[src/rtl/param_parity_s_reg.sv]
// G-word parity generate/check with sticky alarm, S register, and edit-channel sequencer.
// Define PAR_ALARM_COUNT_EN to raise the alarm only after ALARM_THRESH consecutive parity errors.
module param_parity_s_reg #(
  parameter int unsigned GW           = 15,
  parameter int unsigned SW           = 12,
  parameter int unsigned NCH          = 4,
  parameter int unsigned ODD          = 1,
  parameter int unsigned ALARM_THRESH = 2
) (
  input  logic            SIM_CLK,
  input  logic            SIM_RST,
  input  logic [GW-1:0]   g_data,
  input  logic            g_par,
  input  logic            g_chk,
  input  logic            gen_req,
  output logic            gen_par,
  output logic            geqzro,
  input  logic [SW-1:0]   wl,
  input  logic            wsg,
  input  logic            csg,
  output logic [SW-1:0]   s_q,
  output logic [SW-1:0]   s_n,
  input  logic [NCH-1:0]  edit_hit,
  input  logic            t02,
  input  logic            t12a,
  output logic [NCH-1:0]  edit_pls,
  output logic            ginh,
  output logic            edit_done,
  input  logic            alarm_clr,
  output logic            par_alarm
);

  localparam int unsigned CHW  = (NCH > 1) ? $clog2(NCH) : 1;
  localparam int unsigned CNTW = 4;

  typedef enum logic {IDLE, ACTIVE} edit_state_e;

  // Threshold must fit the 4-bit saturating counter.
  if (ALARM_THRESH < 1 || ALARM_THRESH > 15) begin : g_thresh_range
    $error("ALARM_THRESH must be in 1..15");
  end

  logic par_c;
  logic err_c;

  assign par_c  = (^g_data) ^ (ODD != 0);
  assign err_c  = g_chk && (g_par != par_c);
  assign geqzro = (g_data == '0);

  // Parity generator output register.
  always_ff @(posedge SIM_CLK) begin
    if (SIM_RST) begin
      gen_par <= 1'b0;
    end else if (gen_req) begin
      gen_par <= par_c;
    end
  end

  // S register; write beats clear, complement registered alongside.
  always_ff @(posedge SIM_CLK) begin
    if (SIM_RST) begin
      s_q <= '0;
      s_n <= '1;
    end else if (wsg) begin
      s_q <= wl;
      s_n <= ~wl;
    end else if (csg) begin
      s_q <= '0;
      s_n <= '1;
    end
  end

`ifdef PAR_ALARM_COUNT_EN
  localparam logic [CNTW-1:0] THRESH = CNTW'(ALARM_THRESH);

  logic [CNTW-1:0] err_cnt_q;
  logic [CNTW-1:0] err_cnt_inc_c;

  assign err_cnt_inc_c = (err_cnt_q == '1) ? err_cnt_q : err_cnt_q + CNTW'(1);

  // Consecutive-error counter; clear has priority over a same-cycle error.
  always_ff @(posedge SIM_CLK) begin
    if (SIM_RST) begin
      err_cnt_q <= '0;
      par_alarm <= 1'b0;
    end else if (alarm_clr) begin
      err_cnt_q <= '0;
      par_alarm <= 1'b0;
    end else if (g_chk) begin
      if (err_c) begin
        err_cnt_q <= err_cnt_inc_c;
        if (err_cnt_inc_c >= THRESH) begin
          par_alarm <= 1'b1;
        end
      end else begin
        err_cnt_q <= '0;
      end
    end
  end
`else
  // Any single parity error latches the alarm.
  always_ff @(posedge SIM_CLK) begin
    if (SIM_RST) begin
      par_alarm <= 1'b0;
    end else if (alarm_clr) begin
      par_alarm <= 1'b0;
    end else if (err_c) begin
      par_alarm <= 1'b1;
    end
  end
`endif

  edit_state_e      state_q, state_d;
  logic [CHW-1:0]   ch_q, ch_d;
  logic [CHW-1:0]   hit_ch;
  logic [NCH-1:0]   pls_d;
  logic             ginh_d;
  logic             done_d;

  // Edit sequencer state and registered outputs.
  always_ff @(posedge SIM_CLK) begin
    if (SIM_RST) begin
      state_q   <= IDLE;
      ch_q      <= '0;
      edit_pls  <= '0;
      ginh      <= 1'b0;
      edit_done <= 1'b0;
    end else begin
      state_q   <= state_d;
      ch_q      <= ch_d;
      edit_pls  <= pls_d;
      ginh      <= ginh_d;
      edit_done <= done_d;
    end
  end

  // Next state; outputs are decoded from the next state so they register in step.
  always_comb begin
    state_d = state_q;
    ch_d    = ch_q;
    done_d  = 1'b0;
    pls_d   = '0;
    hit_ch  = '0;
    // Descending scan leaves the lowest-index hit.
    for (int i = int'(NCH) - 1; i >= 0; i--) begin
      if (edit_hit[i]) hit_ch = CHW'(i);
    end
    case (state_q)
      IDLE: begin
        if (t02 && (|edit_hit)) begin
          state_d = ACTIVE;
          ch_d    = hit_ch;
        end
      end
      ACTIVE: begin
        if (t12a) begin
          state_d = IDLE;
          done_d  = 1'b1;
        end
      end
      default: state_d = IDLE;
    endcase
    if (state_d == ACTIVE) pls_d[ch_d] = 1'b1;
    ginh_d = (state_d == ACTIVE);
  end

endmodule

[config.mk]
export PLATFORM = sky130hd
export DESIGN_NAME = param_parity_s_reg
export DESIGN_NICKNAME = d
export VERILOG_FILES = /design/src/rtl/param_parity_s_reg.sv
export SDC_FILE = /design/constraint.sdc
export NUM_CORES = 1
export LEC_CHECK = 0
export CAP_MARGIN = 25
export CORE_UTILIZATION = 35
export DETAILED_ROUTE_END_ITERATION = 10
export PLACE_DENSITY = 0.75
export REMOVE_ABC_BUFFERS = 1
export SETUP_SLACK_MARGIN = 0.05
export SYNTH_ARGS = -nofsm -noshare
export SYNTH_HDL_FRONTEND = slang
export SYNTH_SLANG_ARGS = --single-unit
export TNS_END_PERCENT = 10
[constraint.sdc]
create_clock -name SIM_CLK -period 1.1 [get_ports SIM_CLK]
set_input_delay 0.11 -clock SIM_CLK [delete_from_list [all_inputs] [get_ports SIM_CLK]]
set_output_delay 0.11 -clock SIM_CLK [all_outputs]
set_load 0.01 [all_outputs]
## Yosys cells after proc, flatten, opt, wreduce, memory -nomap -nowiden

Cells that the tools add are included.

| storage, ports and cells | value |
|---|---|
| output and inout bits | 33 |
| flip-flop bits (word level) | 34 |
| word-level logic and storage cells | 41 |

| operators by class | value |
|---|---|
| reduce and logical (&&, ||, !) cells | 10 |
| mux-type cells | 16 |
| bitwise operators | 4 |
| eq/ne operators | 1 |
| magnitude comparators | 2 |

Operators with widths:

| kind | count |
|---|---|
| 12-bit two-way mux | 4 |
| 15-bit logical NOT | 1 |
| 15-bit XOR reduction | 1 |
| 2-bit two-way mux | 6 |
| 12-bit inverter | 1 |
| 2-bit OR reduction | 3 |
| 1-bit two-way mux | 4 |
| 4-bit OR reduction | 1 |
| 1-bit logical AND | 3 |
| 2-bit by 3-bit less-than comparator with 1-bit output (second input constant) | 1 |
| 1-bit inverter | 3 |
| 1-bit demux with 2-bit select | 1 |
| 2-bit by 1-bit >= comparator with 1-bit output (second input constant) | 1 |
| 1-bit one-hot mux with 2 select lines | 1 |
| 2-bit nonzero test | 1 |
| 1-bit != test | 1 |

## Depth between registers and ports, before layout

| logic depth | value |
|---|---|
| depth in word-level cells | 10 |
| depth in mapped cells | 7 |
| gate-level depth less buffers | 7 |

## Worst setup path before layout

Ideal clock, no wire load.

| path | value |
|---|---|
| path type | input to register |
| start point | input port g_data[4] |
| end point | register par_alarm |
| library setup time | 0.079 ns |
| stages on the path | 7 |
| data arrival time | 1.117 ns |
| setup slack | -0.096 ns |
| cells stage by stage | inv_1 -> ha_1 -> xnor2_1 -> xnor2_1 -> xnor2_1 -> nand4b_1 -> o211ai_1 |

| between the ends | value |
|---|---|
| cells in the longest elaborated chain, start to end | 4 |

Ends and longest elaborated chain:

| item | RTL line | text |
|---|---|---|
| start: declaration | 12 | `input logic [GW-1:0] g_data,` |
| 15-bit XOR reduction | 46 | `assign par_c = (^g_data) ^ (ODD != 0);` |
| 1-bit inverter (no source line) | n/a |  |
| 1-bit != test | 47 | `assign err_c = g_chk && (g_par != par_c);` |
| 1-bit logical AND | 47 |  |
| end signal: assignment | 104 | `par_alarm <= 1'b0;` |
| end signal: assignment | 106 | `par_alarm <= 1'b0;` |
| end signal: assignment | 108 | `par_alarm <= 1'b1;` |
| end: declaration | 30 | `output logic par_alarm` |

No other way between the ends.
A chain may end at the register's enable or synchronous reset.

## Final worst setup path

| path | value |
|---|---|
| start point | register state_q |
| end point | register edit_pls[0] |

| between the ends | value |
|---|---|
| cells in the longest elaborated chain, start to end | 5 |
| elaborated cells between the ends (all ways) | 10 |
| classes of those cells | 2 x order compare; 4 x mux; 2 x bitwise; 2 x reduce/logical |

Ends and longest elaborated chain:

| item | RTL line | text |
|---|---|---|
| start: declaration | 113 | `edit_state_e state_q, state_d;` |
| start signal: assignment | 129 | `state_q <= state_d;` |
| 2-bit two-way mux | 148 | `case (state_q)` |
| 2-bit by 3-bit less-than comparator with 1-bit output (implied by the code) or 2-bit by 1-bit >= comparator with 1-bit output (tied branches) | 163 | `if (state_d == ACTIVE) pls_d[ch_d] = 1'b1;` |
| 1-bit logical AND (implied by the code) | 163 |  |
| 1-bit two-way mux (implied by the code) | 163 |  |
| 1-bit demux with 2-bit select | 163 |  |
| end signal: assignment | 131 | `edit_pls <= pls_d;` |
| end: declaration | 26 | `output logic [NCH-1:0] edit_pls,` |

Parallel ways exist; a longest one is shown, timed or not.

==> impl_results.md <==
* TNS Setup at -0.247 ns
* PwrDens at about 1200 mW/mm^2
* Sequential cell area at 682 sq um
* Total power at around 2900 uW
* Status: finished, violations left
* Drt first-iter violations at 65
* Worst Path Arrival at ~1.4 ns
* FFs w/ async S/R, synth at 0%
* Worst-skew pair later-pin latency at 0.28 ns
* Total wire length at about 3.6 mm
* Slowest library cell on the worst path: dfxtp_2
* Cell area after synthesis at around 0.0014 sq mm
* Worst path bufs/invs at 1
* Top_reg_cell synth: dfxtp_1
* Layout Nets at roughly 300
* GR Overflow Total at 0
* Max Slew Vio Count at 0
* First-pass GRT wire length at around 5.7 mm
* Vias in the first global route at between 1000 and 1500
* Largest net degree at the start of global routing at 14
* Failing checks: negative setup slack
* Peak supply drop at 0.643 mV
* Total CTS buffers at 5
* Post-route setup slack at -0.0710 ns
* Pre-antenna DRT Iters at 6
* Initial antenna violation count at 0
* Starting Density at between 30 and 40%
* Worst slew margin relative to its limit at between 80% and 90%
* Worst-path fanout max at 4
* I/O pin cnt at 74
* CP peak stage delay at approximately 0.33 ns
* RSZ-0062 raised after global routing: true
* Die ar. at ~0.0043 sq mm
* Root buf cell: clkbuf_8
* Clock share of power at between 20% and 30%
* Worst path cell trace: nand2b_4 > a21oi_2 > a21oi_1 > or2_4 > inv_2 > and3_1
* Number of diodes at 0
* GRT Total Usage at 18.1%
* Detailed-placement wirelength estimate at 2.59 mm
* Sw Pwr at 744 uW
* Combinational share of power at roughly a quarter
* Crit. End Element: register
* Yosys cell types at 28
* Core Footprint at 0.00374 sq mm
* Placed insts at 290
* Kind of critical path: register to register
* Fin util at a little under two thirds
* H-tree depth at 2
* Post-route DRC violation count at 0
* Max-Cap Viols at 0
* Final Hold Fails at 0
* Hold buffers post-CTS at 0
* Vias per inst at between 4 and 5
* Via count at ~1400
* WP data required at 1.32 ns
* Clk_skew at 0.000559 ns
* Final Cycle Share at 106%
* Switching Share at ~26%
* Avg Inst Size Synth at 8.68 sq um
* # clock sinks at 34
* Worst Setup Start Kind: register
* Port buffer count at between 70 and 80
* Sequential fraction of the synthesis area at between 40 and 50%
* Die Ht at roughly 65 microns
* CP top delay family: simple AND/OR/NAND/NOR gates
* Fin Hold WS at just over 0.4 ns
* Layout cell share with drive strength beyond 1 at between 20% and 30%
* Die width at roughly 65 microns
* Flop pwr share at 46.6%
* Flop and latch count out of synthesis at 34
* Cell count after synthesis at approximately 160
* Antenna Nets Post-Route at 0
* Clock Tree Buf Depth at 2
* Worst-path clk slew at 0.06 ns
* Setup repair bufs after CTS at 0
* F_max at between 800 and 900 MHz
* Cell internal pwr at between 2000 and 2500 uW
* Hold crit path type: input pin to register
* Row Count at 22
* # fillers at between 300 and 400
* Fin cells at 297
* Syn-to-layout area delta at 69.3%
* Syn. warnings at 0
* Final Setup Violations at 4
* RD Place Congestion at slightly above 0.8
* CTS tree: built
* Area of the multi-input gates at just under 800 sq um
* Drt wl/cell at 12.1 microns
* Least-Margin Pin Slew at between 0.2 and 0.3 ns
* Post-synth EDFFs at 0
* Min Tclk post-route at approximately 1.2 ns
* Pleak at approximately 0.0011 uW
## cell families (layout without fill, tap and decap cells)
group	count (synthesis)	count (layout)	share of synthesized area, %
simple gates	60	60	21.5
xor+xnor	7	7	4.36
mux	1	1	0.712
buf+inv	22	109	5.96
flops	34	34	48.4
fa+ha+maj	7	7	6.23
compound gates	31	31	12.8
## final timing paths
kind | end | slack [ns] | depth (start not counted) | from
max | edit_pls[0] | -0.07 | 6 | state_q
min | s_q[3] | 0.40 | 3 | wl[3]
min reg2reg | s_q[2] | 0.45 | 2 | s_q[2]
max reg2reg | edit_pls[0] | -0.07 | 6 | state_q
## flip-flops by register name (all words and copies together), names as in the netlist
signal	cells
ch_q	2
edit_done	1
edit_pls	4
gen_par	1
par_alarm	1
s_n	12
s_q	12
state_q	1
## layout by cell type, fill, tap and decap left out, types with 2 or more instances in the layout
master           count
dfxtp_1             33
dlygate4sd2_1       31
nand2_1             26
clkdlybuf4s50_1     25
inv_2               14
buf_2               14
a21oi_1             13
o21ai_0             12
nand2b_1            12
buf_4               11
nor2_1               8
ha_4                 7
clkbuf_8             5
xnor2_2              4
xnor2_1              3
inv_1                2
nand4b_1             2
or2_4                2
a21oi_2              2
and3_1               2
clkbuf_1             2
clkdlybuf4s15_1      2
buf_6                2
## cells in the mapped netlist, types with 2 or more instances
cell	number	area, sq um
nand2_1	26	97.6
nor2_1	9	33.8
o21ai_0	12	60.1
inv_1	15	56.3
clkbuf_1	5	18.8
nand4b_1	2	17.5
a21oi_1	13	65.1
ha_1	7	87.6
a21oi_2	2	17.5
dfxtp_1	34	681
nand2b_1	12	75.1
nor3_1	2	10.0
xnor2_1	7	61.3
and3_1	2	12.5
## metrics by stage
| step | area [sq um] | worst slack [ns] |
|---|---|---|
| floorplan | 1380 | -0.0956 |
| global placement | 2270 | -0.624 |
| detailed placement | 2270 | -0.664 |
| CTS | 2360 | -0.0825 |
| global route | 2380 | -0.120 |
| finish | 2380 | -0.0710 |
## power groups by stage
stage	sequential, uW	combinational (uW)	clock (uW)
3_5_place_dp	1370	687	0
4_1_cts	1340	691	847
3_3_place_gp	1370	679	0
2_1_floorplan	1400	261	0
5_1_grt	1350	774	918
6_report	1340	710	828
## final cells by class
type | count | area share (%)
Clock buffer | 7 | 3.21
Inverter | 16 | 2.52
Multi-Input combinational cell | 106 | 32.8
Sequential cell | 34 | 28.6
Tap cell | 48 | 2.52
Timing Repair Buffer | 86 | 30.3
## metal layers
| metal | up-vias | track usage (%) | wire length (microns) |
|---|---|---|---|
| li1 | 702 | - | - |
| met1 | 584 | 21.5 | 1590 |
| met2 | 67 | 28.6 | 1600 |
| met3 | 6 | 7.64 | 339 |
| met4 | 0 | 6.79 | 51 |
| met5 | - | 0 | 0 |
## tightest hold or removal path: cells and delay by family
| kind | cells | cell delay, ns |
|---|---|---|
| AO/OA/AOI/OAI | 1 | 0.05 |
| AND/OR/NAND/NOR | 1 | 0.08 |
| buffers and inverters | 1 | 0.40 |
## repair_timing
action	4_1_cts	5_1_grt
resized for setup	105	9
setup endpoints to repair	42	22
pin swaps	18	1
No activity file was read; power rests on OpenSTA's default activity.
